==> config.mk <==
export PLATFORM = sky130hd
export DESIGN_NAME = mem_arbiter
export DESIGN_NICKNAME = d
export VERILOG_FILES = /design/src/rtl/mem_arbiter.sv
export SDC_FILE = /design/constraint.sdc
export NUM_CORES = 1
export LEC_CHECK = 0
export CORE_ASPECT_RATIO = 1.4
export CORE_MARGIN = 1
export CORE_UTILIZATION = 42
export CTS_CLUSTER_SIZE = 24
export DETAILED_ROUTE_END_ITERATION = 12
export GPL_TIMING_DRIVEN = 1
export PLACE_DENSITY = 0.8
export SLEW_MARGIN = 30
export SYNTH_ARGS = -nofsm -noshare
export SYNTH_HDL_FRONTEND = slang
export SYNTH_SLANG_ARGS = --single-unit
==> constraint.sdc <==
create_clock -name clk -period 2.3 [get_ports clk]
set_input_delay 0.23 -clock clk [delete_from_list [all_inputs] [get_ports clk]]
set_output_delay 0.23 -clock clk [all_outputs]
set_load 0.1 [all_outputs]
==> src/rtl/mem_arbiter.sv <==
// rtl/mem_arbiter.sv - two-requester (fetch/data) arbiter onto a single-outstanding memory command port
module mem_arbiter #(
  parameter int AW         = 32,
  parameter int DW         = 32,
  parameter bit DATA_FIRST = 1'b1,
  parameter int TIMEOUT    = 255
) (
  input  logic          clk,
  input  logic          reset,
  input  logic          if_req,
  input  logic [AW-1:0] if_addr,
  output logic          if_done,
  output logic [DW-1:0] if_rdata,
  input  logic          d_req,
  input  logic          d_we,
  input  logic [2:0]    d_size,
  input  logic [AW-1:0] d_addr,
  input  logic [DW-1:0] d_wdata,
  output logic          d_done,
  output logic [DW-1:0] d_rdata,
  output logic          m_valid,
  input  logic          m_ready,
  output logic          m_we,
  output logic [2:0]    m_size,
  output logic [AW-1:0] m_addr,
  output logic [DW-1:0] m_wdata,
  input  logic          m_rvalid,
  input  logic [DW-1:0] m_rdata,
  output logic          busy,
  output logic          err
);

  localparam logic [1:0] S_IDLE = 2'd0;
  localparam logic [1:0] S_REQ  = 2'd1;
  localparam logic [1:0] S_RESP = 2'd2;
  localparam logic [1:0] S_DONE = 2'd3;

  localparam int            CW     = $clog2(TIMEOUT + 1) + 1;
  localparam logic [CW-1:0] TO_VAL = CW'(TIMEOUT);

  logic [1:0]    state;
  logic          owner_d;   // 1 = data owns the current transaction
  logic          last_d;    // last owner, 1 = data; resets to fetch
  logic [CW-1:0] cnt;
  logic [DW-1:0] rdata_q;
  logic          grant_d;
  logic          timeout_hit;
  logic          in_done;

  always_comb begin
    grant_d = d_req;
    if (d_req && if_req) begin
      grant_d = DATA_FIRST ? 1'b1 : !last_d;
    end
  end

  // Fires on the cycle whose closing edge would bring the counter to TIMEOUT.
  assign timeout_hit = (cnt + 1'b1) >= TO_VAL;

  always_ff @(posedge clk or negedge reset) begin
    if (!reset) begin
      state   <= S_IDLE;
      owner_d <= 1'b0;
      last_d  <= 1'b0;
      cnt     <= '0;
      rdata_q <= '0;
      err     <= 1'b0;
      m_valid <= 1'b0;
      m_we    <= 1'b0;
      m_size  <= '0;
      m_addr  <= '0;
      m_wdata <= '0;
    end else begin
      case (state)
        S_IDLE: begin
          if (if_req || d_req) begin
            state   <= S_REQ;
            owner_d <= grant_d;
            last_d  <= grant_d;
            cnt     <= '0;
            rdata_q <= '0;
            m_valid <= 1'b1;
            if (grant_d) begin
              m_we    <= d_we;
              m_size  <= d_size;
              m_addr  <= d_addr;
              m_wdata <= d_wdata;
            end else begin
              m_we    <= 1'b0;
              m_size  <= 3'b010;
              m_addr  <= if_addr;
              m_wdata <= '0;
            end
          end
        end
        S_REQ: begin
          cnt <= cnt + 1'b1;
          if (timeout_hit) begin
            err     <= 1'b1;
            m_valid <= 1'b0;
            rdata_q <= '0;
            state   <= S_DONE;
          end else if (m_ready) begin
            m_valid <= 1'b0;
            state   <= S_RESP;
          end
        end
        S_RESP: begin
          cnt <= cnt + 1'b1;
          // A response arriving on the final allowed cycle still completes normally.
          if (m_rvalid) begin
            rdata_q <= m_rdata;
            state   <= S_DONE;
          end else if (timeout_hit) begin
            err     <= 1'b1;
            rdata_q <= '0;
            state   <= S_DONE;
          end
        end
        S_DONE: begin
          state <= S_IDLE;
        end
        default: begin
          state <= S_IDLE;
        end
      endcase
    end
  end

  assign busy     = (state != S_IDLE);
  assign in_done  = (state == S_DONE);
  assign if_done  = in_done && !owner_d;
  assign d_done   = in_done && owner_d;
  assign if_rdata = if_done ? rdata_q : '0;
  assign d_rdata  = d_done ? rdata_q : '0;

endmodule

# Yosys cells after proc, flatten, opt, wreduce, memory -nomap -nowiden
# Index checks and enable logic that the tools add are counted.
# W data, S select, Z words.
[word_totals]
reg_bits = 114
inputBits = 138
out_inout_bits = 137
[classes]
add_sub_neg = 1
magnitude_cmp = 1
eq_ne = 7
mux = 26
n_reduce_logical = 18
[ops]
columns = ["cell", "n"]
rows = [
  ["$mux W32", 7],
  ["$pmux W32 S3", 1],
  ["$pmux W9 S2", 1],
  ["$mux W2", 5],
  ["$add A9 B1 Y9 const B", 1],
  ["$ge A9 B8 Y1 const B", 1],
  ["$mux W9", 1],
  ["$pmux W2 S4", 1],
  ["$reduce_and A2 Y1", 4],
  ["$reduce_bool A2 Y1", 4],
  ["$mux W1", 7],
  ["$ne A3 B3 Y1 const B", 2],
  ["$reduce_and A3 Y1", 2],
  ["$eq A2 B2 Y1 const B", 2],
  ["$ne A2 B2 Y1 const B", 2],
  ["$pmux W1 S2", 2],
  ["$logic_and A1 B1 Y1", 3],
  ["$mux W3", 1],
  ["$reduce_bool A3 Y1", 1],
  ["$eq A2 B1 Y1 const B", 1],
  ["$logic_not A2 Y1", 1],
  ["$reduce_or A2 Y1", 1],
  ["$logic_not A1 Y1", 1],
  ["$logic_or A1 B1 Y1", 1],
]

# Depth between registers and ports, before layout
# Gate-level depths: netlist of run 1.
[logic_depth]
word_depth = 5
ltp_mapped = 10

# Worst setup path before layout of run 1
# OpenSTA, ideal clock, no wires.
[synth_timing]
path_type = "register to output"
startpoint = "register state[1]"
endpoint = "output port if_rdata[22]"
arrival_ns = 2.732
t_required_ns = 2.070
slack_ns = -0.662
stages_incl_launch_ff = 5
cell_sequence = "dfrtp_1 ha_1 nor2b_1 clkbuf_1 and2_1"
[synth_via]
elab_chain_len = 3
[synth_rtl]
columns = ["item", "line_no", "rtl"]
rows = [
  ["start: declaration", "41", "logic [1:0] state;"],
  ["start signal: assignment", "62", "state <= S_IDLE;"],
  ["start signal: assignment", "77", "state <= S_REQ;"],
  ["start signal: assignment", "102", "state <= S_DONE;"],
  ["$eq A2 B2 Y1", "131", "assign in_done = (state == S_DONE);"],
  ["$logic_and A1 B1 Y1", "132", "assign if_done = in_done && !owner_d;"],
  ["via if_done", "12", "output logic if_done,"],
  ["$mux W32", "134", "assign if_rdata = if_done ? rdata_q : '0;"],
  ["end: declaration", "13", "output logic [DW-1:0] if_rdata,"],
]
# The timed path passes the listed nets, and every way through them passes these cells.

# Worst setup path after layout of run 1
[layout_timing]
startpoint = "register state[1]"
endpoint = "output port if_rdata[1]"
[layout_via]
elab_chain_len = 3
[layout_rtl]
columns = ["item", "line_no"]
rows = [
  ["$eq A2 B2 Y1", "131"],
  ["$logic_and A1 B1 Y1", "132"],
  ["$mux W32", "134"],
]
# No other way between the ends.

==> results of run 1 <==
[path summary, 6_finish.rpt]
| kind | start | endpoint | slack, ns | cells after the start |
|---|---|---|---|---|
| max in group asynchronous | reset | m_wdata[15] | 1.22 | 3 |
| setup reg to reg | cnt[1] | rdata_q[5] | 0.15 | 8 |
| min in group clk | d_wdata[13] | m_wdata[13] | 0.38 | 3 |
| setup / recovery | state[1] | if_rdata[1] | 0.11 | 6 |
| hold reg to reg | m_wdata[30] | m_wdata[30] | 0.47 | 2 |
| hold / removal | reset | m_addr[13] | 0.38 | 2 |
[layer usage]
layer | vias to the layer above | GRT usage (%) | wire length (um)
li1 | 2731 | - | -
met5 | - | 0 | 0
met1 | 2776 | 29.7 | 7060
met2 | 301 | 49.6 | 10300
met4 | 0 | 14.9 | 960
met3 | 59 | 10.0 | 2050
[state kept, by name, indices dropped and copies added (netlist names)]
signal and flops:
m_size 3, m_wdata 32, rdata_q 32, m_valid 1
err 1, owner_d 1, state 2, m_we 1
m_addr 32, cnt 9
[area by class of cell]
type / instances / area share (%)
inverter: 7 / 0.300
clock buffer: 18 / 4.38
multi-input combinational: 443 / 28.4
timing repair buffer: 296 / 34.5
tap: 182 / 2.27
clock inverter: 14 / 1.55
antenna: 1 / 0.0250
sequential: 114 / 28.5
[cells in the mapped netlist]
master	count	share of area, %
nand2_1	117	7.5
dfrtp_1	114	49
clkbuf_1	46	3.0
o21ai_0	43	3.7
nand3_1	39	3.3
and2_1	33	3.5
and3_1	33	3.5
mux2i_1	33	5.7
a21oi_1	32	2.7
a221o_1	32	5.5
nor4b_1	30	4.5
nor2_1	8	0.52
ha_1	7	1.5
inv_1	7	0.45
nor2b_1	4	0.43
buf_1	3	0.19
buf_6	3	0.58
nor3_1	3	0.26
o21ai_1	3	0.26
o31ai_1	3	0.39
a31oi_1	2	0.21
nand2_2	2	0.21
o211ai_1	2	0.26
o21a_1	2	0.26
o41ai_1	2	0.30
xnor2_1	2	0.30
a21o_1	1	0.13
a2bb2oi_1	1	0.15
a31o_2	1	0.15
and4b_1	1	0.17
buf_2	1	0.086
mux2_1	1	0.19
nand2b_1	1	0.11
nand3b_1	1	0.13
o221ai_1	1	0.15
o31ai_4	1	0.36
or3_1	1	0.11
xor2_1	1	0.15
[where the power goes]
group | internal (uW) | switching, uW
combinational | 2610 | 7990
clock | 1630 | 956
sequential | 2870 | 603
[timing repair]
action | in CTS | in global routing
hold buffers | 1 | 0
resized for setup | 3 | 15
endpoints found under the setup margin | 6 | 34
endpoints found under the hold margin | 41 | 0
pin swaps | 0 | 0
buffers inserted | 0 | 1
[kinds of logic (layout without fill, tap and decap cells)]
kind of cell / count (synthesis) / count (layout) / synth area share (%)
DFF: 114 / 114 / 48.9
buffers and inverters: 60 / 335 / 4.27
adders and majority gates: 7 / 7 / 1.50
and+or+nand+nor: 273 / 273 / 24.4
other: 0 / 1 / 0
xor gates and xnor gates: 3 / 3 / 0.451
muxes: 34 / 34 / 5.86
AOI/OAI and AO/OA: 126 / 126 / 14.6
[metrics by stage]
stage          hold WS [ns]  cells  util (%)
6_report              0.379   1075      74.5
5_1_grt               0.374   1075      74.5
4_1_cts               0.367   1073      73.8
3_5_place_dp          0.261   1040      69.3
3_3_place_gp          0.254   1040      69.2
2_1_floorplan       -0.0656    617         -
==> impl_metrics.toml, run 1 <==
[setup_path]
critPathMaxStageDelay_ns = 0.34
worst_path_most_repeated_cell = "buf_4"
worstSetupStartpointType = "flip-flop"
cp-end-kind = "output pin"
cpMaxStageDelayCell = "dfrtp_1"
crit_required_ns = 2.07
crit_fanout = 19
critPathBufInv = 3
cp_top_family = "buffers and inverters"
arrival_ns = 1.96
worstSetupPathType = "flip-flop to output pin"
worstPathCellList = "buf_4 -> ha_1 -> nor2b_1 -> buf_4 -> and2_1 -> buf_12"

[cts]
cts.sinks = 114
cts_tree = "yes"
clk_path_buf_depth = 2
cts_max_level = 4
cts-root-buf = "clkbuf_16"
clk_latency_ns = 0.41
path_clk_slew_ns = 0.06
cts_buffers = 17

[power_and_ir_drop]
p_leak_uw = 0.00462
power.density_nw_per_um2 = 1660
p_total_uw = 16700
ir_drop_mv = 1.16

[layout]
most-common-layout-cells = "clkdlybuf4s50_1 (135), nand2_1 (117), dfrtp_1 (112), buf_4 (87), buf_12 (72)"
layout_commonest_cell = "clkdlybuf4s50_1"
seqCellArea_um2 = 2860
layout-drive-gt1-share_pct = 25.1
multi_input_area_um2 = 2850
fin_area_um2 = 10000
nets = 1024
area_delta_synth_final_pct = 71.9
fillers = 876

[sta]
setup_viol = 0
fmax_mhz = 456
fin_ws_ns = 0.107
fin_worst_skew_ns = 0.00605
period_minus_slack_ns = 2.19
maxSlewViolCount = 0
finalHoldViolations = 0
slew_headroom_pct = 37.0
tightest_slew_ns = 0.944
rsz0062_at_grt = "no"
min_period_over_period_pct = 95.3
totalNegativeSetupSlack_ns = 0

[die]
chipWidth_um = 102
start_util_pct = 43.3
dieHeight_um = 141
pin_count = 275
core_area_um2 = 13500
num_rows = 50
die-area_um2 = 14400

[grt]
overflow = 0
first_global_vias = 6102
grt_pass1_wl_um = 31300
antenna_found_initial = 1
grt_max_degree = 72
track_usage_pct = 28.5

[place]
routabilityCongestion = 0.816
place_hpwl_um = 14500
dp_slack_ns = -0.0251
io_buffers = 274
placed_area_um2 = 9320

[synthesis]
syn_nets = 762
syn_area_um2 = 5830
synth_area_per_cell_um2 = 9.45
yosysSeqAreaShare_pct = 48.9
ys_ff_latch = 114
ys_types = 38
syn_inst = 617
synth_warnings = 0

[flow_run]
max_cap_violations = 0

[detailed_routing]
drt-total-wl_um = 20400
antenna_left = 0
viasPerCell = 5.46
wl_per_cell_um = 19.0
dr.pass1.iters = 4
vias = 5867
drcViolationCount = 0
drtIter0Drc = 220

[outcome]
outcome = "finished, final reports clean"

[worst_hold_path]
hold_class = "input pin to async pin"
Note: power is estimated with default switching activity, not from simulation.
==> inputs of run 2 (changes only) <==
--- a/config.mk
+++ b/config.mk
@@ -7,11 +7,12 @@
 export LEC_CHECK = 0
 export CORE_ASPECT_RATIO = 1.4
 export CORE_MARGIN = 1
-export CORE_UTILIZATION = 42
+export CORE_UTILIZATION = 43
+export CTS_BUF_LIST = sky130_fd_sc_hd__clkbuf_4
 export CTS_CLUSTER_SIZE = 24
 export DETAILED_ROUTE_END_ITERATION = 12
 export GPL_TIMING_DRIVEN = 1
-export PLACE_DENSITY = 0.8
+export PLACE_DENSITY = 0.82
 export SLEW_MARGIN = 30
 export SYNTH_ARGS = -nofsm -noshare
 export SYNTH_HDL_FRONTEND = slang
==> impl_metrics.toml, run 2 (synthesis results as in run 1) <==
[outcome]
outcome = "finished, final reports clean"

[detailed_routing]
vias = 5939
antenna_left = 0
wl_per_cell_um = 18.1
drt-total-wl_um = 19400
viasPerCell = 5.53
drtIter0Drc = 412
drcViolationCount = 0
dr.pass1.iters = 8

[power_and_ir_drop]
p_total_uw = 15200
p_leak_uw = 0.00446
p_sw_share_pct = 60.9
seqPwrFrac_pct = 22.8
ir_drop_mv = 1.10
p_sw_uw = 9280
p_int_uw = 5950
power.density_nw_per_um2 = 1580
clkPwrFrac_pct = 8.5
p_comb_share_pct = 68.7

[layout]
multi_input_area_um2 = 2830
nets = 1022
utilization_pct = 72.3
seqCellArea_um2 = 2860
area_delta_synth_final_pct = 65.3
layout-drive-gt1-share_pct = 24.3
layout_commonest_cell = "clkdlybuf4s50_1"
most-common-layout-cells = "clkdlybuf4s50_1 (135), nand2_1 (117), dfrtp_1 (112), buf_4 (83), buf_12 (70)"
reg_top3 = "m_addr: 32 flops, m_wdata: 32 flops, rdata_q: 32 flops"
fillers = 953

[die]
chipWidth_um = 100
num_rows = 50
dieHeight_um = 140
start_util_pct = 43.7
die-area_um2 = 14000
pin_count = 275
core_area_um2 = 13300

[setup_path]
r2r-start = "state[0]"
worstSetupStartpointType = "flip-flop"
r2r_setup_slack_ns = 0.08
critPathMaxStageDelay_ns = 0.44
crit_required_ns = 2.68
worstSetupPathType = "flip-flop to flip-flop"
arrival_ns = 2.60
cp-end-kind = "flip-flop"
worstPathCellList = "inv_2 -> ha_4 -> clkinvlp_4 -> or3_1 -> nand2_4 -> buf_6 -> nor4b_2 -> a221o_1"
r2r-end = "rdata_q[16]"
cpMaxStageDelayCell = "dfrtp_1"
crit_fanout = 45
ff2ff_path_depth = 8

[place]
io_buffers = 274
place_hpwl_um = 14000
routabilityCongestion = 0.816
dp_slack_ns = -0.0944

[cts]
clk_path_buf_depth = 2
cts_max_level = 4
cts-root-buf = "clkbuf_4"
path_clk_slew_ns = 0.11
clk_latency_ns = 0.50
cts_buffers = 17
cts.sinks = 114
cts_tree = "yes"

[grt]
track_usage_pct = 27.3
overflow = 0
first_global_vias = 5919
grt_pass1_wl_um = 29800
grt_max_degree = 104
antenna_found_initial = 1

[sta]
fin_worst_skew_ns = 0.0173
maxSlewViolCount = 0
setup_viol = 0
totalNegativeSetupSlack_ns = 0
fin_ws_ns = 0.0813
finalHoldViolations = 0
slew_headroom_pct = 48.1
tightest_slew_ns = 0.776
min_period_over_period_pct = 96.5
fmax_mhz = 451
period_minus_slack_ns = 2.22

[worst_hold_path]
hold_class = "input pin to async pin"

[flow_run]
max_cap_violations = 0
## run 2: critical path, delay by kind of cell, from the launching register on
| kind | cells | cell delay, ns |
|---|---|---|
| flip-flops | 1 | 0.44 |
| adder cells (fa/ha/maj) | 1 | 0.16 |
| buffers and inverters | 3 | 0.52 |
| AND/OR/NAND/NOR | 3 | 0.65 |
| AO/OA/AOI/OAI | 1 | 0.30 |
## run 2: what timing repair did
item / CTS / global route
hold endpoints to repair: 40 / 0
pin swaps: 0 / 1
hold buffers: 1 / 0
endpoints found under the setup margin: 31 / 69
gates resized for setup: 4 / 15
gates cloned: 0 / 1
buffers inserted: 0 / 1
## run 2: worst max-delay path by stage
stage          startpoint      endpoint  cells after the start
2_1_floorplan    state[1]    rdata_q[1]                      9
3_3_place_gp       if_req   rdata_q[18]                      5
3_5_place_dp       cnt[0]   rdata_q[16]                      8
4_1_cts          state[0]   rdata_q[16]                      8
5_1_grt          state[1]  if_rdata[19]                      6
6_report         state[0]   rdata_q[16]                      8
## run 2: per-layer routing
| metal | track usage (%) | wire length, um |
|---|---|---|
| met1 | 28.6 | 6800 |
| met2 | 49.4 | 10400 |
| met3 | 7.94 | 1520 |
| met4 | 12.5 | 665 |
| met5 | 0 | 0 |
## run 2: final cells by class
class | instances | area share [%]
clock inverter | 15 | 1.25
sequential | 114 | 29.6
antenna | 1 | 0.0260
tap | 182 | 2.36
clock buffer | 17 | 1.32
multi-input combinational | 443 | 29.4
timing repair buffer | 294 | 35.7
inverter | 7 | 0.312
## run 2: power groups by stage
stage / clock [uW] / sequential, uW / combinational (uW)
floorplan: 0 / 7690 / 3340
global placement: 0 / 3430 / 10000
detailed placement: 0 / 3510 / 10300
CTS: 1330 / 3470 / 10300
global route: 1420 / 3560 / 10900
finish: 1290 / 3470 / 10500
## run 2: metrics by stage
| stage | instance area [um^2] | std cells | hold WS (ns) |
|---|---|---|---|
| 5_1_grt | 9630 | 1073 | 0.210 |
| 6_report | 9630 | 1073 | 0.252 |
| 2_1_floorplan | 5890 | 617 | -0.0656 |
| 4_1_cts | 9550 | 1070 | 0.232 |
| 3_5_place_dp | 9280 | 1037 | 0.251 |
| 3_3_place_gp | 9280 | 1037 | 0.243 |
==> inputs of run 3 (changes only) <==
--- a/config.mk
+++ b/config.mk
@@ -6,14 +6,13 @@
 export NUM_CORES = 1
 export LEC_CHECK = 0
 export CORE_ASPECT_RATIO = 1.4
-export CORE_MARGIN = 1
 export CORE_UTILIZATION = 43
 export CTS_BUF_LIST = sky130_fd_sc_hd__clkbuf_4
 export CTS_CLUSTER_SIZE = 24
 export DETAILED_ROUTE_END_ITERATION = 12
 export GPL_TIMING_DRIVEN = 1
-export PLACE_DENSITY = 0.82
-export SLEW_MARGIN = 30
+export PLACE_DENSITY = 0.84
+export SLEW_MARGIN = 10
 export SYNTH_ARGS = -nofsm -noshare
 export SYNTH_HDL_FRONTEND = slang
 export SYNTH_SLANG_ARGS = --single-unit
==> impl_metrics.toml, run 3 (synthesis results as in run 1) <==
[layout]
most-common-layout-cells = "clkdlybuf4s50_1 (135), nand2_1 (117), dfrtp_1 (112), buf_4 (86), buf_12 (73)"
layout-drive-gt1-share_pct = 24.8
utilization_pct = 72.9
final_cells = 1079
fillers = 957
nets = 1028
area_delta_synth_final_pct = 66.8
reg_top3 = "m_addr: 32 flops, m_wdata: 32 flops, rdata_q: 32 flops"
layout_commonest_cell = "clkdlybuf4s50_1"

[detailed_routing]
drtIter0Drc = 362
vias = 5790
antenna_left = 0
dr.pass1.iters = 5
viasPerCell = 5.37
drcViolationCount = 0
wl_per_cell_um = 18.0
drt-total-wl_um = 19400

[cts]
path_clk_slew_ns = 0.11
cts_max_level = 4
cts_tree = "yes"
clk_latency_ns = 0.51
cts_buffers = 17
cts-root-buf = "clkbuf_4"
cts.sinks = 114
clk_path_buf_depth = 2

[grt]
grt_max_degree = 115
track_usage_pct = 27.6
grt_pass1_wl_um = 29700
overflow = 0
first_global_vias = 5669
antenna_found_initial = 1

[die]
core_area_um2 = 13300
chipWidth_um = 100
num_rows = 50
pin_count = 275
start_util_pct = 43.7
die-area_um2 = 14000
dieHeight_um = 140

[flow_run]
max_cap_violations = 0

[worst_hold_path]
hold_class = "input pin to flip-flop"

[sta]
slew_headroom_pct = 58.7
fin_worst_skew_ns = 0.0164
maxSlewViolCount = 0
min_period_over_period_pct = 96.3
finalHoldViolations = 0
setup_viol = 0
totalNegativeSetupSlack_ns = 0
period_minus_slack_ns = 2.21
tightest_slew_ns = 0.619
whs_ns = 0.271
fmax_mhz = 452

[power_and_ir_drop]
ir_drop_mv = 0.906
p_leak_uw = 0.00452
p_total_uw = 15400
power.density_nw_per_um2 = 1580

[place]
routabilityCongestion = 0.847
dp.cells = 1036
place_hpwl_um = 13400
io_buffers = 274

[setup_path]
worstSetupStartpointType = "flip-flop"
worstSetupPathType = "flip-flop to flip-flop"
arrival_ns = 2.66
cp-end-kind = "flip-flop"
crit_fanout = 32
crit_required_ns = 2.75

[outcome]
outcome = "finished, final reports clean"
==> run 3: cell count changes in the layout (fill, tap and decap cells not counted), sizes merged <==
cell,change
buf,+5
bufinv,+1
clkbuf,+1
clkinv,+2
clkinvlp,-4
nor2b,+1
==> run 3: power breakdown <==
part | leakage [uW] | switching, uW | internal [uW] | total (uW)
sequential | 0.00148 | 597 | 2860 | 3450
clock | 0.000145 | 748 | 631 | 1380
combinational | 0.00290 | 7870 | 2680 | 10600
total | 0.00452 | 9220 | 6170 | 15400
==> run 3: area by class of cell <==
type | instances | area, um^2 | share of cell area (%)
repair buffers | 299 | 3510 | 36.1
flip-flops and latches | 114 | 2860 | 29.4
multi-input cells | 444 | 2840 | 29.2
well taps | 182 | 228 | 2.34
clock buffers | 18 | 135 | 1.39
clock inverters | 14 | 121 | 1.25
inverters | 7 | 30.0 | 0.309
diodes | 1 | 2.50 | 0.0257
==> run 3: path summary, 6_finish.rpt <==
check / start / end / slack, ns / cells past startpoint
min in group asynchronous: reset / rdata_q[19] / 0.34 / 3
hold reg to reg: m_size[0] / m_size[0] / 0.47 / 2
hold / removal: d_wdata[10] / m_wdata[10] / 0.27 / 3
setup / recovery: cnt[1] / rdata_q[10] / 0.09 / 8
max in group asynchronous: reset / m_addr[11] / 1.50 / 3
setup reg to reg: cnt[1] / rdata_q[10] / 0.09 / 8
==> run 3: per-layer routing <==
layer / vias up / share of wire (%) / track usage, %
met5: - / 0 / 0
met4: 0 / 2.6 / 11.7
met3: 33 / 7.4 / 7.43
met2: 231 / 54 / 48.9
met1: 2783 / 36 / 30.7
li1: 2743 / - / -
==> run 3: per-stage QoR <==
stage          setup WS, ns  instance area [um^2]
2_1_floorplan        -0.194                  5890
3_3_place_gp          0.118                  9300
3_5_place_dp         0.0202                  9300
4_1_cts              0.0251                  9610
6_report             0.0861                  9720
5_1_grt             -0.0916                  9720
==> run 3: repair_timing <==
action,in CTS,in global routing
setup buffers,3,4
gates resized for setup,4,13
hold buffers,1,0
hold endpoints to repair,114,0
endpoints found under the setup margin,34,51
pin swaps,0,0
gates cloned,1,1
==> run 3: worst max-delay path, stage by stage (launching register included) <==
cell     delay, ns
dfrtp_2       0.44
ha_2          0.26
nand3_1       0.14
nor3_2        0.26
xnor2_2       0.17
o31ai_4       0.14
buf_12        0.19
nor4b_1       0.35
a221o_1       0.18
